$ cat config.mk
export PLATFORM = sky130hd
export DESIGN_NAME = fetch_prefetch
export DESIGN_NICKNAME = d
export VERILOG_FILES = /design/src/rtl/fetch_pkg.sv /design/src/rtl/fetch_fifo.sv /design/src/rtl/fetch_prefetch.sv
export SDC_FILE = /design/constraint.sdc
export NUM_CORES = 1
export LEC_CHECK = 0
export ABC_AREA = 1
export BUFFER_PORTS_ARGS = -buffer_cell sky130_fd_sc_hd__buf_2
export CAP_MARGIN = 10
export CELL_PAD_IN_SITES_DETAIL_PLACEMENT = 0
export CELL_PAD_IN_SITES_GLOBAL_PLACEMENT = 1
export CORE_AREA = 3 3 166 208
export CTS_CLUSTER_DIAMETER = 200
export DETAILED_ROUTE_END_ITERATION = 12
export DIE_AREA = 0 0 169 211
export GPL_TIMING_DRIVEN = 1
export PLACE_DENSITY_LB_ADDON = 0.1
export SYNTH_ARGS = -nofsm -noshare
export SYNTH_HDL_FRONTEND = slang
export SYNTH_SLANG_ARGS = --single-unit
$ cat constraint.sdc
create_clock -name clk -period 5 [get_ports clk]
set_input_delay 1 -clock clk [delete_from_list [all_inputs] [get_ports clk]]
set_output_delay 1 -clock clk [all_outputs]
set_load 0.05 [all_outputs]
$ cat src/rtl/fetch_pkg.sv
// Shared types and constants for the decoupled instruction-fetch stage.
package fetch_pkg;

    localparam int unsigned INSTR_W    = 32;
    localparam int unsigned ENTRY_PC_W = 32;

    localparam logic [6:0]         OPC_SYSTEM = 7'h73;
    localparam logic [INSTR_W-1:0] NOP_INSTR  = 32'h0000_0013;

    typedef enum logic {
        RUN  = 1'b0,
        HALT = 1'b1
    } fetch_state_t;

    // Prefetch queue payload; the PC field holds up to ENTRY_PC_W address bits.
    typedef struct packed {
        logic [ENTRY_PC_W-1:0] pc;
        logic [INSTR_W-1:0]    instr;
    } fetch_entry_t;

endpackage

$ cat src/rtl/fetch_fifo.sv
// Synchronous FIFO with flush; head entry is presented combinationally from storage.
module fetch_fifo #(
    parameter int unsigned DEPTH = 4,
    parameter int unsigned WIDTH = 64,
    localparam int unsigned CNT_W = $clog2(DEPTH + 1)
) (
    input  logic             clk,
    input  logic             rst,
    input  logic             push,
    input  logic             pop,
    input  logic             flush,
    input  logic [WIDTH-1:0] wdata,
    output logic [WIDTH-1:0] rdata,
    output logic [CNT_W-1:0] count
);

    localparam int unsigned PTR_W = $clog2(DEPTH);

    logic [WIDTH-1:0] mem [DEPTH];
    logic [PTR_W-1:0] wr_ptr;
    logic [PTR_W-1:0] rd_ptr;
    logic             do_push;
    logic             do_pop;

    assign do_push = push & ~flush;
    assign do_pop  = pop & ~flush & (count != '0);

    // Pointers wrap naturally because DEPTH is a power of two.
    always_ff @(posedge clk or posedge rst) begin
        if (rst) begin
            wr_ptr <= '0;
            rd_ptr <= '0;
            count  <= '0;
        end else if (flush) begin
            wr_ptr <= '0;
            rd_ptr <= '0;
            count  <= '0;
        end else begin
            if (do_push) wr_ptr <= wr_ptr + PTR_W'(1);
            if (do_pop)  rd_ptr <= rd_ptr + PTR_W'(1);
            case ({do_push, do_pop})
                2'b10:   count <= count + CNT_W'(1);
                2'b01:   count <= count - CNT_W'(1);
                default: ;
            endcase
        end
    end

    always_ff @(posedge clk) begin
        if (do_push) mem[wr_ptr] <= wdata;
    end

    assign rdata = mem[rd_ptr];

endmodule

$ cat src/rtl/fetch_prefetch.sv
// Decoupled IF stage: PC generation, pipelined imem requests with credit limit,
// prefetch queue feeding IF/ID, redirect squash and ECALL halt.
module fetch_prefetch
    import fetch_pkg::*;
#(
    parameter int unsigned       ADDR_W   = 32,
    parameter int unsigned       DEPTH    = 4,
    parameter logic [ADDR_W-1:0] RESET_PC = '0
) (
    input  logic               clk,
    input  logic               rst,
    input  logic [ADDR_W-1:0]  B_J_pc_EX,
    input  logic               B_J_EX,
    input  logic               lw_stall,
    input  logic               br_stall,
    output logic               imem_req,
    output logic [ADDR_W-1:0]  imem_addr,
    input  logic               imem_rvalid,
    input  logic [INSTR_W-1:0] imem_rdata,
    output logic               valid_IF_ID,
    output logic [ADDR_W-1:0]  pc_IF_ID,
    output logic [INSTR_W-1:0] instr_IF_ID,
    output logic               halted
);

    localparam int unsigned CNT_W   = $clog2(DEPTH + 1);
    localparam int unsigned SUM_W   = CNT_W + 1;
    localparam int unsigned ENTRY_W = $bits(fetch_entry_t);
    localparam logic [ADDR_W-1:0] PC_STEP = ADDR_W'(4);

    fetch_state_t      state, state_next;
    logic [ADDR_W-1:0] fetch_pc, fetch_pc_next;
    logic [ADDR_W-1:0] resp_pc, resp_pc_next;
    logic [CNT_W-1:0]  outstanding, outstanding_next;
    logic [CNT_W-1:0]  drop_cnt, drop_cnt_next;
    logic [CNT_W-1:0]  count;
    logic              req;
    logic              push;
    logic              pop;
    logic              ecall_push;
    logic              head_valid;
    fetch_entry_t      push_entry;
    fetch_entry_t      head_entry;

    fetch_fifo #(
        .DEPTH (DEPTH),
        .WIDTH (ENTRY_W)
    ) u_fifo (
        .clk   (clk),
        .rst   (rst),
        .push  (push),
        .pop   (pop),
        .flush (B_J_EX),
        .wdata (push_entry),
        .rdata (head_entry),
        .count (count)
    );

    assign head_valid = (count != '0);
    assign pop        = head_valid & ~(lw_stall | br_stall);

    // Request/response qualification; queued + in-flight never exceeds DEPTH.
    always_comb begin
        req = 1'b0;
        if (!rst && state == RUN && !B_J_EX &&
            (SUM_W'(count) + SUM_W'(outstanding) < SUM_W'(DEPTH))) begin
            req = 1'b1;
        end
        push             = imem_rvalid & (drop_cnt == '0) & ~B_J_EX;
        ecall_push       = push & (imem_rdata[6:0] == OPC_SYSTEM);
        push_entry.pc    = ENTRY_PC_W'(resp_pc);
        push_entry.instr = imem_rdata;
    end

    // Next-state: redirect dominates; an ECALL push squashes everything still in flight.
    always_comb begin
        state_next       = state;
        fetch_pc_next    = fetch_pc;
        resp_pc_next     = resp_pc;
        drop_cnt_next    = drop_cnt;
        outstanding_next = outstanding;

        case ({req, imem_rvalid})
            2'b10:   outstanding_next = outstanding + CNT_W'(1);
            2'b01:   outstanding_next = outstanding - CNT_W'(1);
            default: ;
        endcase

        if (B_J_EX) begin
            state_next    = RUN;
            fetch_pc_next = B_J_pc_EX;
            resp_pc_next  = B_J_pc_EX;
            drop_cnt_next = outstanding_next;
        end else begin
            if (req)  fetch_pc_next = fetch_pc + PC_STEP;
            if (push) resp_pc_next  = resp_pc + PC_STEP;
            if (ecall_push) begin
                state_next    = HALT;
                drop_cnt_next = outstanding_next;
            end else if (imem_rvalid && drop_cnt != '0) begin
                drop_cnt_next = drop_cnt - CNT_W'(1);
            end
        end
    end

    always_ff @(posedge clk or posedge rst) begin
        if (rst) begin
            state       <= RUN;
            fetch_pc    <= RESET_PC;
            resp_pc     <= RESET_PC;
            outstanding <= '0;
            drop_cnt    <= '0;
        end else begin
            state       <= state_next;
            fetch_pc    <= fetch_pc_next;
            resp_pc     <= resp_pc_next;
            outstanding <= outstanding_next;
            drop_cnt    <= drop_cnt_next;
        end
    end

    assign imem_req    = req;
    assign imem_addr   = fetch_pc;
    assign valid_IF_ID = head_valid;
    assign pc_IF_ID    = ADDR_W'(head_entry.pc);
    assign instr_IF_ID = head_valid ? head_entry.instr : NOP_INSTR;
    assign halted      = (state == HALT);

endmodule

==> results.txt <==
----------------------------------------------------
[Power]
  Static power due to leakage ... 6.794 nW
  Cell area power density ... 488.9 nW/um^2
  Peak ir drop on the vdd network ... 0.0004525 V

[GRT]
  Number of global-route vias before repair ... 10.68k
  Initial antenna violation count ... 0
  Wire length of the first global-routing pass ... 59440 um
  Maximum number of pins on one net before global-route repair ... 99
  Tot GR Track Use ... 21.39%
  GRT Residual Overflow ... 0

[Timing]
  # setup viols final ... 0
  Slew at the pin closest to its max-slew limit ... 1.186 ns
  Setup repair after global routing missed its margin ... no
  Share of the clock period used by the worst path ... 80.88%
  Post-route setup TNS ... 0 ns
  Highest achievable clock rate ... 247.3 MHz
  Worst hold slack across all endpoints ... 0.4718 ns
  Worst clock skew ... 0.01690 ns
  Tightest slew margin relative to the limit ... 20.86%
  Final slew viol count ... 0
  Final Hold Viols ... 0
  Minimum clock period ... 4.044 ns

[Critical path]
  Sort of element at the start of the critical path ... register
  CP max FO ... 98
  Kind of end point of the critical path ... primary output
  Setup CP Type ... reg -> out
  Number of cells traversed by the worst register-to-register path ... 7
  Worst EP arrival ... 3.04 ns
  Required time of the critical path ... 4.00 ns

[Routing]
  Via count ... 10.84k
  Vias per Instance ... 5.250
  Highest metal used ... met4
  Starting DRC count in detailed routing ... 700
  DRC violation count after routing ... 0
  Total met2 wirelength after detailed routing ... 19430 um
  Met3 routed wirelength ... 1823 um
  Residual antenna-violating net count after detailed routing ... 0
  Total Wirelength ... 38150 um
  Drt wl/cell ... 18.48 um
  TritonRoute pass-1 iters ... 5
  Detailed-routing wirelength on met1 ... 15520 um

[Final layout]
  Area used by sequential logic in the layout ... 9644 um^2
  Layout Cells excl Fill ... 2064
  Area of the multi-input gates ... 4708 um^2
  Core utilization of the finished layout ... 53.01%
  Ratio of cells with drive above 1 in the final layout ... 17.80%
  Area growth from synthesis to layout ... 15.37%
  Number of inserted filler cells in the final layout ... 2929
  Antenna diode instance count ... 0
  Final net count ... 1706

[Clock tree]
  Clock slew at the register clock pins of the worst setup and hold paths ... 0.06 ns
  Clock tree buffer depth ... 3
  H-tree depth reported by CTS ... 2
  Post-CTS Setup Repair Bufs ... 0
  Number of gates resized after cts ... 0
  Root buffer selected by CTS ... clkbuf_16
  CTS tree ... built
  Cts-stage hold buffer count ... 0
  Clock Sinks ... 334
  Number of buffers added by the clock tree synthesis step ... 34
  Worst skew pair latency ... 0.52 ns

[Hold path]
  Hold Path Stages ... 2
  Tightest Hold Check Type ... reg -> reg

[Synthesis]
  Commonest cells post-synth ... 259 x nand2_1, 256 x edfxtp_1, 249 x nor2_1
  Leading cell type by number of instances after synthesis ... nand2_1
  Post-synth top flop ... edfxtp_1
  Number of storage elements in the synthesis netlist ... 334
  EDFF count, synth ... 256
  Combined area of all synthesized cells ... 15020 um^2
  Simple logic cell fraction of the synthesized area ... 19.34%
  Warning count from the yosys run ... 0
  Fraction of synthesized cell area in xor and xnor cells ... 1.225%
  Fraction of synthesized cell area taken by the top area cell type ... 51.20%
  Synth async-reset ratio ... 23.35%
  Number of distinct library cell variants in the gate-level netlist after synthesis ... 41
  Synth Area per Inst ... 10.25 um^2
  Post-synthesis adder-cell area fraction ... 1.183%
  Synthesized net count ... 1548
  Synthesized-area fraction occupied by ao, oa, aoi and oai cells ... 9.408%
  Share of synthesized area spent on multiplexers ... 0%
  Dominant combinational cell family by area after synthesis ... simple AND/OR/NAND/NOR gates
  Cell count after synthesis ... 1465
  Top cells by area, synth ... edfxtp_1 51%, dfrtp_1 13%, nand2_1 6.5%
  Yosys top cell by area ... edfxtp_1
  Part of the Yosys area used for sequential elements ... 64.19%

[Place]
  Final weighted congestion in routability-driven placement ... 0.8252
  Number of I/O port buffers ... 168
  Detailed-placement wirelength estimate ... 24860 um
  Placed cell count ... 2005

[Floorplan]
  Effective utilization at floorplan ... 45.94%
  Die H ... 211 um
  I/O pin count ... 169
  Die width ... 169 um
  Cell Rows ... 74
  Area of the die ... 35660 um^2
  Area inside the core boundary ... 32680 um^2

[Status]
  Result of the run ... finished clean

[Run]
  Number of max-cap violations ... 0

----------------------------------------------------
==> cell type report <==
cell class / instances / share of cell area (%)
flip-flops and latches: 334 / 55.67
clock buffers: 48 / 5.337
repair buffers: 183 / 5.503
clock inverters: 11 / 0.9389
inverters: 108 / 2.354
multi-input cells: 962 / 27.18
well taps: 418 / 3.019
==> metal layers <==
metal  GRT usage, %  up-vias
li1               -     5333
met1          26.98     5152
met2          37.41      281
met3          3.220       71
met4          8.147        0
met5              0        -
==> final timing paths <==
path / start / endpoint / slack (ns)
worst min-delay path: imem_addr[0]$_DFFE_PP0P_ / imem_addr[0]$_DFFE_PP0P_ / 0.47
worst max register to register: drop_cnt[0]$_DFFE_PP0P_ / u_fifo.mem[1][22]$_DFFE_PP_ / 1.95
min in group asynchronous: rst / u_fifo.count[2]$_DFFE_PP0P_ / 0.67
max in group asynchronous: rst / resp_pc[6]$_DFFE_PP0N_ / 3.37
worst min register to register: imem_addr[0]$_DFFE_PP0P_ / imem_addr[0]$_DFFE_PP0P_ / 0.47
worst max-delay path: u_fifo.rd_ptr[0]$_DFFE_PP0P_ / pc_IF_ID[16] / 0.96
==> state kept, by name, indices dropped and copies added, names as in the netlist <==
| register | count |
|---|---|
| imem_addr | 32 |
| drop_cnt | 3 |
| outstanding | 3 |
| u_fifo.rd_ptr | 2 |
| u_fifo.wr_ptr | 2 |
| resp_pc | 32 |
| u_fifo.mem | 256 |
| u_fifo.count | 3 |
| halted | 1 |
==> power breakdown <==
| group | internal (mW) | total (mW) | switching, mW |
|---|---|---|---|
| combinational | 0.560 | 2.46 | 1.90 |
| clock | 1.50 | 2.51 | 1.01 |
| sequential | 3.23 | 3.50 | 0.264 |
| total | 5.29 | 8.47 | 3.18 |
==> cells in the final DEF (no fill, tap or decap), types with 3 or more instances in the layout <==
cell type  synthesis  final
xnor2_1            4      4
nand3_1           80     80
clkbuf_1          28     13
clkbuf_16          0     35
nor2_4             9     13
nand2_2           10     10
o22ai_1           32     32
buf_4              1     15
nor2_1           249    245
edfxtp_1         256    256
xor2_1            17     17
ha_1              11     11
dfrtp_1           78     76
o221ai_1           3      3
o21ai_1            6      6
buf_2             21    168
nand3_2            6      6
a21oi_1           42     42
bufinv_16          0      4
o21bai_1           4      4
inv_2             13     12
nand2_1          259    259
o211ai_1          13     13
clkinv_2           0      4
nor3_1            10     10
nand3b_1           3      3
nor2_2            15     15
inv_1             95     94
o311ai_0           3      3
o21ai_0          154    154
nand4_1           20     20
==> per-stage QoR <==
step | setup slack [ns] | total power, mW | area [um^2]
floorplan | 0.3955 | 5.353 | 15020
global placement | 1.440 | 6.010 | 16240
detailed placement | 1.452 | 6.033 | 16240
CTS | 0.9635 | 8.567 | 17320
global route | 0.8105 | 8.895 | 17320
finish | 0.9561 | 8.469 | 17320
==> critical path, cell delays in order, from the launching register on <==
cell and delay (ns):
dfrtp_4 0.63, buf_4 0.83, o21ai_0 0.22, o22ai_1 0.42, buf_2 0.35
==> cell families (layout without fill, tap and decap cells) <==
family	Yosys count	count (layout)
AOI/OAI and AO/OA	260	260
buffers and inverters	169	350
and+or+nand+nor	668	668
adders and majority gates	13	13
xor gates and xnor gates	21	21
DFF	334	334
(Power assumes the default switching activity.)
